## src/rtl/igmv_block_sched.sv

```systemverilog
// rtl/igmv_block_sched.sv - sequences the igmv engine over N row-blocks and serialises lane results
module igmv_block_sched #(
    parameter int LANES          = 10,
    parameter int DATA_WIDTH     = 32,
    parameter int BLK_WIDTH      = 8,
    parameter int RES_ADDR_WIDTH = 12,
    parameter int TIMEOUT        = 255
) (
    input  logic                          CLK,
    input  logic                          RST,
    input  logic                          START,
    input  logic [BLK_WIDTH-1:0]          NUM_BLOCKS,
    input  logic                          ABORT,
    output logic                          BUSY,
    output logic                          DONE,
    output logic                          ERR,
    output logic [BLK_WIDTH-1:0]          BLK_SEL,
    output logic                          IG_ST,
    input  logic                          IG_RD,
    input  logic [LANES*DATA_WIDTH-1:0]   IG_OUT,
    output logic                          RES_WE,
    output logic [RES_ADDR_WIDTH-1:0]     RES_ADDR,
    output logic [DATA_WIDTH-1:0]         RES_DATA
);

    localparam int LANE_W = (LANES > 1) ? $clog2(LANES) : 1;
    localparam int TMR_W  = $clog2(TIMEOUT + 1);
    localparam logic [LANE_W-1:0]         LAST_LANE = LANE_W'(LANES - 1);
    localparam logic [TMR_W-1:0]          TMO_VAL   = TMR_W'(TIMEOUT);
    localparam logic [RES_ADDR_WIDTH-1:0] LANES_A   = RES_ADDR_WIDTH'(LANES);

    typedef enum logic [2:0] {
        S_IDLE,
        S_LAUNCH,
        S_WAIT,
        S_CAPTURE,
        S_DRAIN,
        S_FIN,
        S_ERROR
    } state_t;

    state_t                        state_q, state_d;
    logic [BLK_WIDTH-1:0]          num_q, num_d;
    logic [BLK_WIDTH-1:0]          blk_q, blk_d;
    logic [LANE_W-1:0]             lane_q, lane_d;
    logic [TMR_W-1:0]              timer_q, timer_d;
    logic [LANES*DATA_WIDTH-1:0]   shadow_q, shadow_d;
    logic                          rd_q;
    logic                          busy_q, busy_d;
    logic                          done_q, done_d;
    logic                          err_q, err_d;
    logic                          ig_st_q, ig_st_d;
    logic                          res_we_q, res_we_d;
    logic [RES_ADDR_WIDTH-1:0]     res_addr_q, res_addr_d;
    logic [DATA_WIDTH-1:0]         res_data_q, res_data_d;
    logic                          rd_edge;

    always_comb begin
        state_d  = state_q;
        num_d    = num_q;
        blk_d    = blk_q;
        lane_d   = lane_q;
        timer_d  = timer_q;
        shadow_d = shadow_q;
        err_d    = err_q;
        done_d   = 1'b0;
        rd_edge  = IG_RD & ~rd_q;

        case (state_q)
            S_IDLE: begin
                if (START && !ABORT) begin
                    err_d = 1'b0;
                    if (NUM_BLOCKS != '0) begin
                        num_d   = NUM_BLOCKS;
                        blk_d   = '0;
                        state_d = S_LAUNCH;
                    end else begin
                        done_d = 1'b1;
                    end
                end
            end
            S_LAUNCH: begin
                timer_d = '0;
                state_d = S_WAIT;
            end
            S_WAIT: begin
                // An edge on the last permitted cycle still wins over the timeout.
                timer_d = timer_q + 1'b1;
                if (rd_edge) begin
                    state_d = S_CAPTURE;
                end else if (timer_d == TMO_VAL) begin
                    state_d = S_ERROR;
                end
            end
            S_CAPTURE: begin
                shadow_d = IG_OUT;
                lane_d   = '0;
                state_d  = S_DRAIN;
            end
            S_DRAIN: begin
                if (lane_q == LAST_LANE) begin
                    if (blk_q == num_q - 1'b1) begin
                        state_d = S_FIN;
                    end else begin
                        blk_d   = blk_q + 1'b1;
                        state_d = S_LAUNCH;
                    end
                end else begin
                    lane_d = lane_q + 1'b1;
                end
            end
            S_FIN:   state_d = S_IDLE;
            S_ERROR: state_d = S_IDLE;
            default: state_d = S_IDLE;
        endcase

        if (ABORT && state_q != S_IDLE) begin
            state_d = S_IDLE;
        end

        if (state_d == S_ERROR) begin
            err_d = 1'b1;
        end
        if (state_d == S_FIN) begin
            done_d = 1'b1;
        end

        // Outputs are computed from next-state values so the registers line up with the state.
        busy_d     = (state_d == S_LAUNCH) || (state_d == S_WAIT) ||
                     (state_d == S_CAPTURE) || (state_d == S_DRAIN);
        ig_st_d    = (state_d == S_LAUNCH);
        res_we_d   = (state_d == S_DRAIN);
        res_data_d = shadow_d[int'(lane_d)*DATA_WIDTH +: DATA_WIDTH];
        res_addr_d = RES_ADDR_WIDTH'(blk_d) * LANES_A + RES_ADDR_WIDTH'(lane_d);
    end

    always_ff @(posedge CLK or negedge RST) begin
        if (!RST) begin
            state_q    <= S_IDLE;
            num_q      <= '0;
            blk_q      <= '0;
            lane_q     <= '0;
            timer_q    <= '0;
            shadow_q   <= '0;
            rd_q       <= 1'b0;
            busy_q     <= 1'b0;
            done_q     <= 1'b0;
            err_q      <= 1'b0;
            ig_st_q    <= 1'b0;
            res_we_q   <= 1'b0;
            res_addr_q <= '0;
            res_data_q <= '0;
        end else begin
            state_q    <= state_d;
            num_q      <= num_d;
            blk_q      <= blk_d;
            lane_q     <= lane_d;
            timer_q    <= timer_d;
            shadow_q   <= shadow_d;
            rd_q       <= IG_RD;
            busy_q     <= busy_d;
            done_q     <= done_d;
            err_q      <= err_d;
            ig_st_q    <= ig_st_d;
            res_we_q   <= res_we_d;
            res_addr_q <= res_addr_d;
            res_data_q <= res_data_d;
        end
    end

    assign BUSY     = busy_q;
    assign DONE     = done_q;
    assign ERR      = err_q;
    assign BLK_SEL  = blk_q;
    assign IG_ST    = ig_st_q;
    assign RES_WE   = res_we_q;
    assign RES_ADDR = res_addr_q;
    assign RES_DATA = res_data_q;

endmodule

```

## config.mk

```make
export PLATFORM = sky130hd
export DESIGN_NAME = igmv_block_sched
export DESIGN_NICKNAME = d
export VERILOG_FILES = /design/src/rtl/igmv_block_sched.sv
export SDC_FILE = /design/constraint.sdc
export NUM_CORES = 1
export LEC_CHECK = 0
export BUFFER_PORTS_ARGS = -buffer_cell sky130_fd_sc_hd__buf_2
export CORE_ASPECT_RATIO = 1.1
export CORE_MARGIN = 1
export CORE_UTILIZATION = 50
export CTS_CLUSTER_SIZE = 30
export DETAILED_ROUTE_END_ITERATION = 10
export PLACE_DENSITY = 0.86
export SLEW_MARGIN = 15
export SYNTH_ARGS = -nofsm -noshare
export SYNTH_HDL_FRONTEND = slang
export SYNTH_SLANG_ARGS = --single-unit
```

## constraint.sdc

```tcl
create_clock -name CLK -period 12.3 [get_ports CLK]
set_input_delay 2.46 -clock CLK [delete_from_list [all_inputs] [get_ports CLK]]
set_output_delay 2.46 -clock CLK [all_outputs]
set_load 0.05 [all_outputs]
```

# After elaboration in Yosys (flattened, before gate mapping)
# Cells that the tools add are included.
# W data, S select, Z words.
[totals]
register_bits = 401
in_bits = 333
out_inout_bits = 57
word_cells = 74
[classes]
n_addsub = 5
multipliers = 1
n_eq_ne = 13
shift = 1
n_mux = 24
n_bitwise = 2
reduce_logical = 14
[ops]
columns = ["cell", "n"]
rows = [
  ["$mux W320", 1],
  ["$shiftx A320 B10 Y32", 1],
  ["$mux W8", 4],
  ["$pmux W8 S2", 2],
  ["$mux W3", 7],
  ["$add A8 B1 Y8 const B", 2],
  ["$pmux W3 S5", 1],
  ["$add A12 B4 Y12", 1],
  ["$eq A3 B2 Y1 const B", 4],
  ["$eq A3 B3 Y1 const B", 4],
  ["$mul A8 B3 Y11 const B", 1],
  ["$eq A8 B8 Y1", 1],
  ["$eq A8 B8 Y1 const B", 1],
  ["$pmux W4 S2", 1],
  ["$reduce_bool A8 Y1", 1],
  ["$sub A8 B1 Y8 const B", 1],
  ["$mux W1", 7],
  ["$eq A3 B1 Y1 const B", 2],
  ["$reduce_bool A2 Y1", 3],
  ["$add A4 B1 Y4 const B", 1],
  ["$eq A4 B4 Y1 const B", 1],
  ["$mux W4", 1],
  ["$logic_not A3 Y1", 1],
  ["$logic_or A1 B1 Y1", 3],
  ["7 further kinds", 8],
]

# Logic depth before layout (Yosys ltp)
[depth]
word_depth = 10
ltp_mapped = 22
mapped_depth_nobuf = 22

# Least setup slack after synthesis
# OpenSTA, ideal clock, no wires.
[synth_path]
path_kind = "input to register"
start = "input NUM_BLOCKS[1]"
end = "register res_addr_q[10] (netlist: RES_ADDR[10])"
arrival_ps = 5248
slack_ps = 6972
path_stages = 16
path_buffers = 0
cell_sequence = "nor4_1 and2_1 nor2_1 nor2_1 nor2_1 nand3_1 o2bb2ai_1 ha_1 ha_1 inv_1 fa_1 nor3b_1 nand3b_1 nor3_1 xnor2_1 xnor2_1"
[synth_between]
elab_chain_cells = 6
[synth_rtl]
columns = ["item", "line", "text"]
rows = [
  ["start, declared", "12", "input logic [BLK_WIDTH-1:0] NUM_BLOCKS,"],
  ["$reduce_bool A8 Y1", "73", "if (NUM_BLOCKS != '0) begin"],
  ["$mux W8", "73", ""],
  ["$mux W8", "71", "if (START && !ABORT) begin"],
  ["$pmux W8 S2", "69", "case (state_q)"],
  ["net blk_d[1]", "44", "logic [BLK_WIDTH-1:0] blk_q, blk_d;"],
  ["$mul A8 B3 Y11", "134", "res_addr_d = RES_ADDR_WIDTH'(blk_d) * LANES_A + RES_ADDR_WIDTH'(lane_d);"],
  ["$add A12 B4 Y12", "134", ""],
  ["net res_addr_d[10]", "54", "logic [RES_ADDR_WIDTH-1:0] res_addr_q, res_addr_d;"],
  ["end signal, assigned", "166", "res_addr_q <= res_addr_d;"],
  ["end, declared", "54", ""],
]
# The timed path passes the listed nets, and every way through them passes these cells.
# A chain may end at the register's enable or synchronous reset.

# Final worst setup path
[layout_path]
start = "input ABORT"
end = "register res_addr_q[11] (netlist: RES_ADDR[11])"
[layout_between]
elab_chain_cells = 6
[layout_rtl]
columns = ["item", "line", "text"]
rows = [
  ["start, declared", "13", "input logic ABORT,"],
  ["$logic_not A1 Y1", "71", ""],
  ["$logic_and A1 B1 Y1", "71", ""],
  ["$mux W8", "71", ""],
  ["$pmux W8 S2", "69", ""],
  ["net blk_d[2]", "44", ""],
  ["$mul A8 B3 Y11", "134", ""],
  ["$add A12 B4 Y12", "134", ""],
  ["net res_addr_d[11]", "54", ""],
]
# The timed path passes the listed nets, and every way through them passes these cells.

==> summary.txt <==
Global route
  – GRT Max-Usage Layer: met1
  – Grt met3 use: 0.0487
  – Largest net degree at the start of global routing: 195
  – GRT Util Overall: 0.308
  – Initial antenna violation count: 3
  – Number of global-route vias before repair: 16.8k
  – First-pass GRT wire length: 93100 microns
  – Met1 Use GR: 0.449
  – Met2 Use GR: 0.449
  – GRT overflow: 0

Place
  – Final HPWL DP: 41800 microns
  – Pre-CTS setup slack: 6370 ps
  – PortBufs: 389
  – Area post-placement: 21200 sq um
  – Gpl congestion: 0.936

Timing
  – Worst Tran Pin Value: 1080 ps
  – Final worst slack: 6880 ps
  – Slew Limit Fails: 0
  – Tmin final: 5420 ps
  – Fin Hold WS: 470 ps
  – RSZ-0062 raised after global routing: no
  – Fin crit share: 0.441
  – Fmax: 0.184 GHz
  – Final TNS setup: 0 ps
  – Final hold viol count: 0
  – Setup violators final: 0
  – Clock skew: 22.0 ps
  – Max_slew headroom: 0.277

Setup path
  – Worst path cell trace: buf_2, nand2b_1, or3_1, nor2_1, nor2_1, ha_1, ha_1, a21oi_1, o21ai_0, o21a_1, nor2_1, xor2_1, nor2_1, a211oi_1, mux2i_1
  – CP delay by family, top: simple AND/OR/NAND/NOR gates
  – Worst Setup End Kind: register
  – Worst path most repeated cell: nor2_1
  – Buf/Inv on CP: 1
  – Slowest cell on the critical path: nor2_1
  – WS Path Type: in2reg
  – CP max stage delay: 460 ps
  – Startpoint Class: input port
  – Arrival time worst endpoint: 5830 ps
  – Maximum fanout along the worst path: 8
  – Required @ worst endpoint: 12700 ps

Power
  – Power Dens Cells: 282 nW/um^2
  – Clock share of power: 0.196
  – Logic pwr share: 0.451
  – Part of the power in registers: 0.353
  – Lkg Pwr: 11.5 nW
  – Switching share of power: 0.440
  – Psw: 2.80 mW
  – Pint: 3.57 mW
  – VDD IR max: 225 uV

Finish
  – Layout cells sized above 1: 0.195
  – Fin util: 0.603
  – Footprint of the multi-input gates: 8420 sq um
  – Synth-to-layout area growth: 18.3%
  – Nets: 2926
  – Fin area: 22600 sq um
  – Fillers: 3232
  – Register area: 10000 sq um

Route
  – Antenna viol nets, final: 0
  – Routed wire per std cell: 19.6 microns
  – DR pass1 iterations: 7
  – Wirelength, routed: 60600 microns
  – DR vias: 17.6k
  – Via density: 5.67
  – # DRC: 0
  – Initial DRC count: 1829

Synthesis
  – Unique masters post-synth: 60
  – Post-synthesis adder-cell area fraction: 0.0159
  – Mean Syn Cell Area: 8.43 sq um
  – Sequential share of the synthesized area: 0.525
  – Post-synthesis simple-gate area fraction: 0.279
  – Largest family of logic cells by synthesized area: simple AND/OR/NAND/NOR gates
  – Synthesis Warnings: 0
  – EDFF count, synth: 0
  – Syn Inst Count: 2262
  – Yosys reg bits: 400
  – Mapped cell area: 19100 sq um
  – Syn nets: 2618
  – Synth Area in Compound Gates: 0.0906
  – Mux contribution to synthesized area: 0.0363
  – Post-synthesis xor/xnor area fraction: 0.0169
  – Ys async rst share: 1.00
  – Synth Flop Type: dfrtp_1

Floorplan
  – DIE AREA: 38900 sq um
  – Core Rows: 74
  – Die Ht: 207 microns
  – Ports: 390
  – CORE AREA: 37400 sq um
  – Starting Density: 0.510
  – Die Wd: 188 microns

Clock network
  – CTS hold repair buffers: 0
  – Clock Latency Late Sink: 550 ps
  – Clk sinks: 400
  – CTS tree: yes
  – Max H-tree Level: 2
  – Root Driver: clkbuf_16
  – Post CTS Setup Buffer Count: 0
  – Clk buf depth: 3
  – CTS resizes: 0
  – Worst-path clk slew: 60 ps
  – Inserted Clock Buffers: 42

Outcome
  – Outcome: complete, no violations

Job
  – Max-cap violations: 0

Hold path
  – Min-delay worst type: reg2reg
[worst register-to-register path, delay by kind of cell (launching register included)]
family | cells | cell delay, ps
flops | 1 | 450
xor+xnor | 1 | 850
buf+inv | 3 | 1290
compound gates | 2 | 900
simple gates | 5 | 1370
fa+ha+maj | 1 | 270
[cells in the final DEF, fill, tap and decap left out, types with 5 or more instances in the layout]
cell,synthesis,routed
o21ai_0,103,103
nor3_1,35,35
nand3_1,42,42
nand3b_1,16,16
nor2_1,158,156
ha_1,21,21
nand2b_1,9,9
clkbuf_16,0,42
xnor2_1,18,18
buf_4,2,17
clkbuf_8,0,5
buf_2,25,388
a21o_1,5,5
o211ai_1,33,33
a31oi_1,16,16
mux2_2,15,15
inv_1,16,16
o311ai_0,13,13
a311oi_1,49,49
clkinv_2,0,11
dfrtp_1,400,400
nand2_1,991,991
or3_1,34,34
clkbuf_1,85,9
mux2i_1,51,51
xor2_1,17,17
a21oi_1,13,12
[logic make-up after synthesis]
group / after synthesis
adders and majority gates: 23
xor gates and xnor gates: 36
buffers and inverters: 162
AOI/OAI and AO/OA: 259
muxes: 67
DFF: 400
and+or+nand+nor: 1315
[synth_stat cells, types with 17 or more instances]
| cell | instances | share of area |
|---|---|---|
| or3_1 | 34 | 0.011 |
| xor2_1 | 17 | 0.0078 |
| nor3_1 | 35 | 0.0092 |
| nor2_1 | 158 | 0.031 |
| nand3_1 | 42 | 0.011 |
| nand2_1 | 991 | 0.20 |
| o21ai_0 | 103 | 0.027 |
| buf_1 | 25 | 0.0049 |
| buf_2 | 25 | 0.0066 |
| xnor2_1 | 18 | 0.0083 |
| clkbuf_1 | 85 | 0.017 |
| o211ai_1 | 33 | 0.013 |
| mux2i_1 | 51 | 0.027 |
| ha_1 | 21 | 0.014 |
| dfrtp_1 | 400 | 0.52 |
| a311oi_1 | 49 | 0.022 |
[power by group through the flow]
| stage | Sequential [mW] | Combinational (mW) | Clock, mW |
|---|---|---|---|
| final | 2.24 | 2.87 | 1.25 |
| after global routing | 2.30 | 3.14 | 1.32 |
| after CTS | 2.23 | 2.83 | 1.26 |
| after detailed placement | 2.25 | 2.80 | 0 |
| after global placement | 2.22 | 2.72 | 0 |
| after floorplan | 2.42 | 1.80 | 0 |
[sequential cells by signal (all words and copies together), names as in the netlist]
name	count
shadow_q	320
RES_DATA	32
RES_ADDR	12
BLK_SEL	8
num_q	8
timer_q	8
lane_q	3
state_q	3
BUSY	1
DONE	1
ERR	1
IG_ST	1
RES_WE	1
rd_q	1
[metal layers]
metal / vias to the layer above / wire [microns] / share of wire
li1: 8027 / - / -
met1: 8439 / 26200 / 0.43
met2: 922 / 26300 / 0.43
met3: 174 / 5040 / 0.083
met4: 2 / 3040 / 0.050
met5: - / 7 / 0.00012
[final cells by class]
class / count / share of cell area
inverter: 18 / 0.00310
multi-input combinational: 1700 / 0.373
sequential: 400 / 0.443
timing repair buffer: 408 / 0.0941
clock buffer: 56 / 0.0511
antenna: 2 / 0.000222
clock inverter: 17 / 0.00782
tap: 494 / 0.0274
[stage by stage]
step                      power, mW  instances
after floorplan                4.22       2262
after global placement         4.94       3020
after detailed placement       5.05       3020
after CTS                      6.32       3093
after global routing           6.76       3095
final                          6.37       3095
[worst paths after layout]
kind	start	endpoint	slack [ps]	cells past startpoint
worst min register to register	shadow_q[13]$_DFF_PN0_	shadow_q[13]$_DFF_PN0_	470	2
worst min-delay path	shadow_q[13]$_DFF_PN0_	shadow_q[13]$_DFF_PN0_	470	2
min in group asynchronous	RST	BUSY$_DFF_PN0_	1970	1
max in group asynchronous	RST	shadow_q[236]$_DFF_PN0_	7980	3
worst max-delay path	ABORT	RES_ADDR[11]$_DFF_PN0_	6880	15
worst max register to register	lane_q[1]$_DFF_PN0_	RES_DATA[15]$_DFF_PN0_	7110	12
No activity file was read; power rests on OpenSTA's default activity.
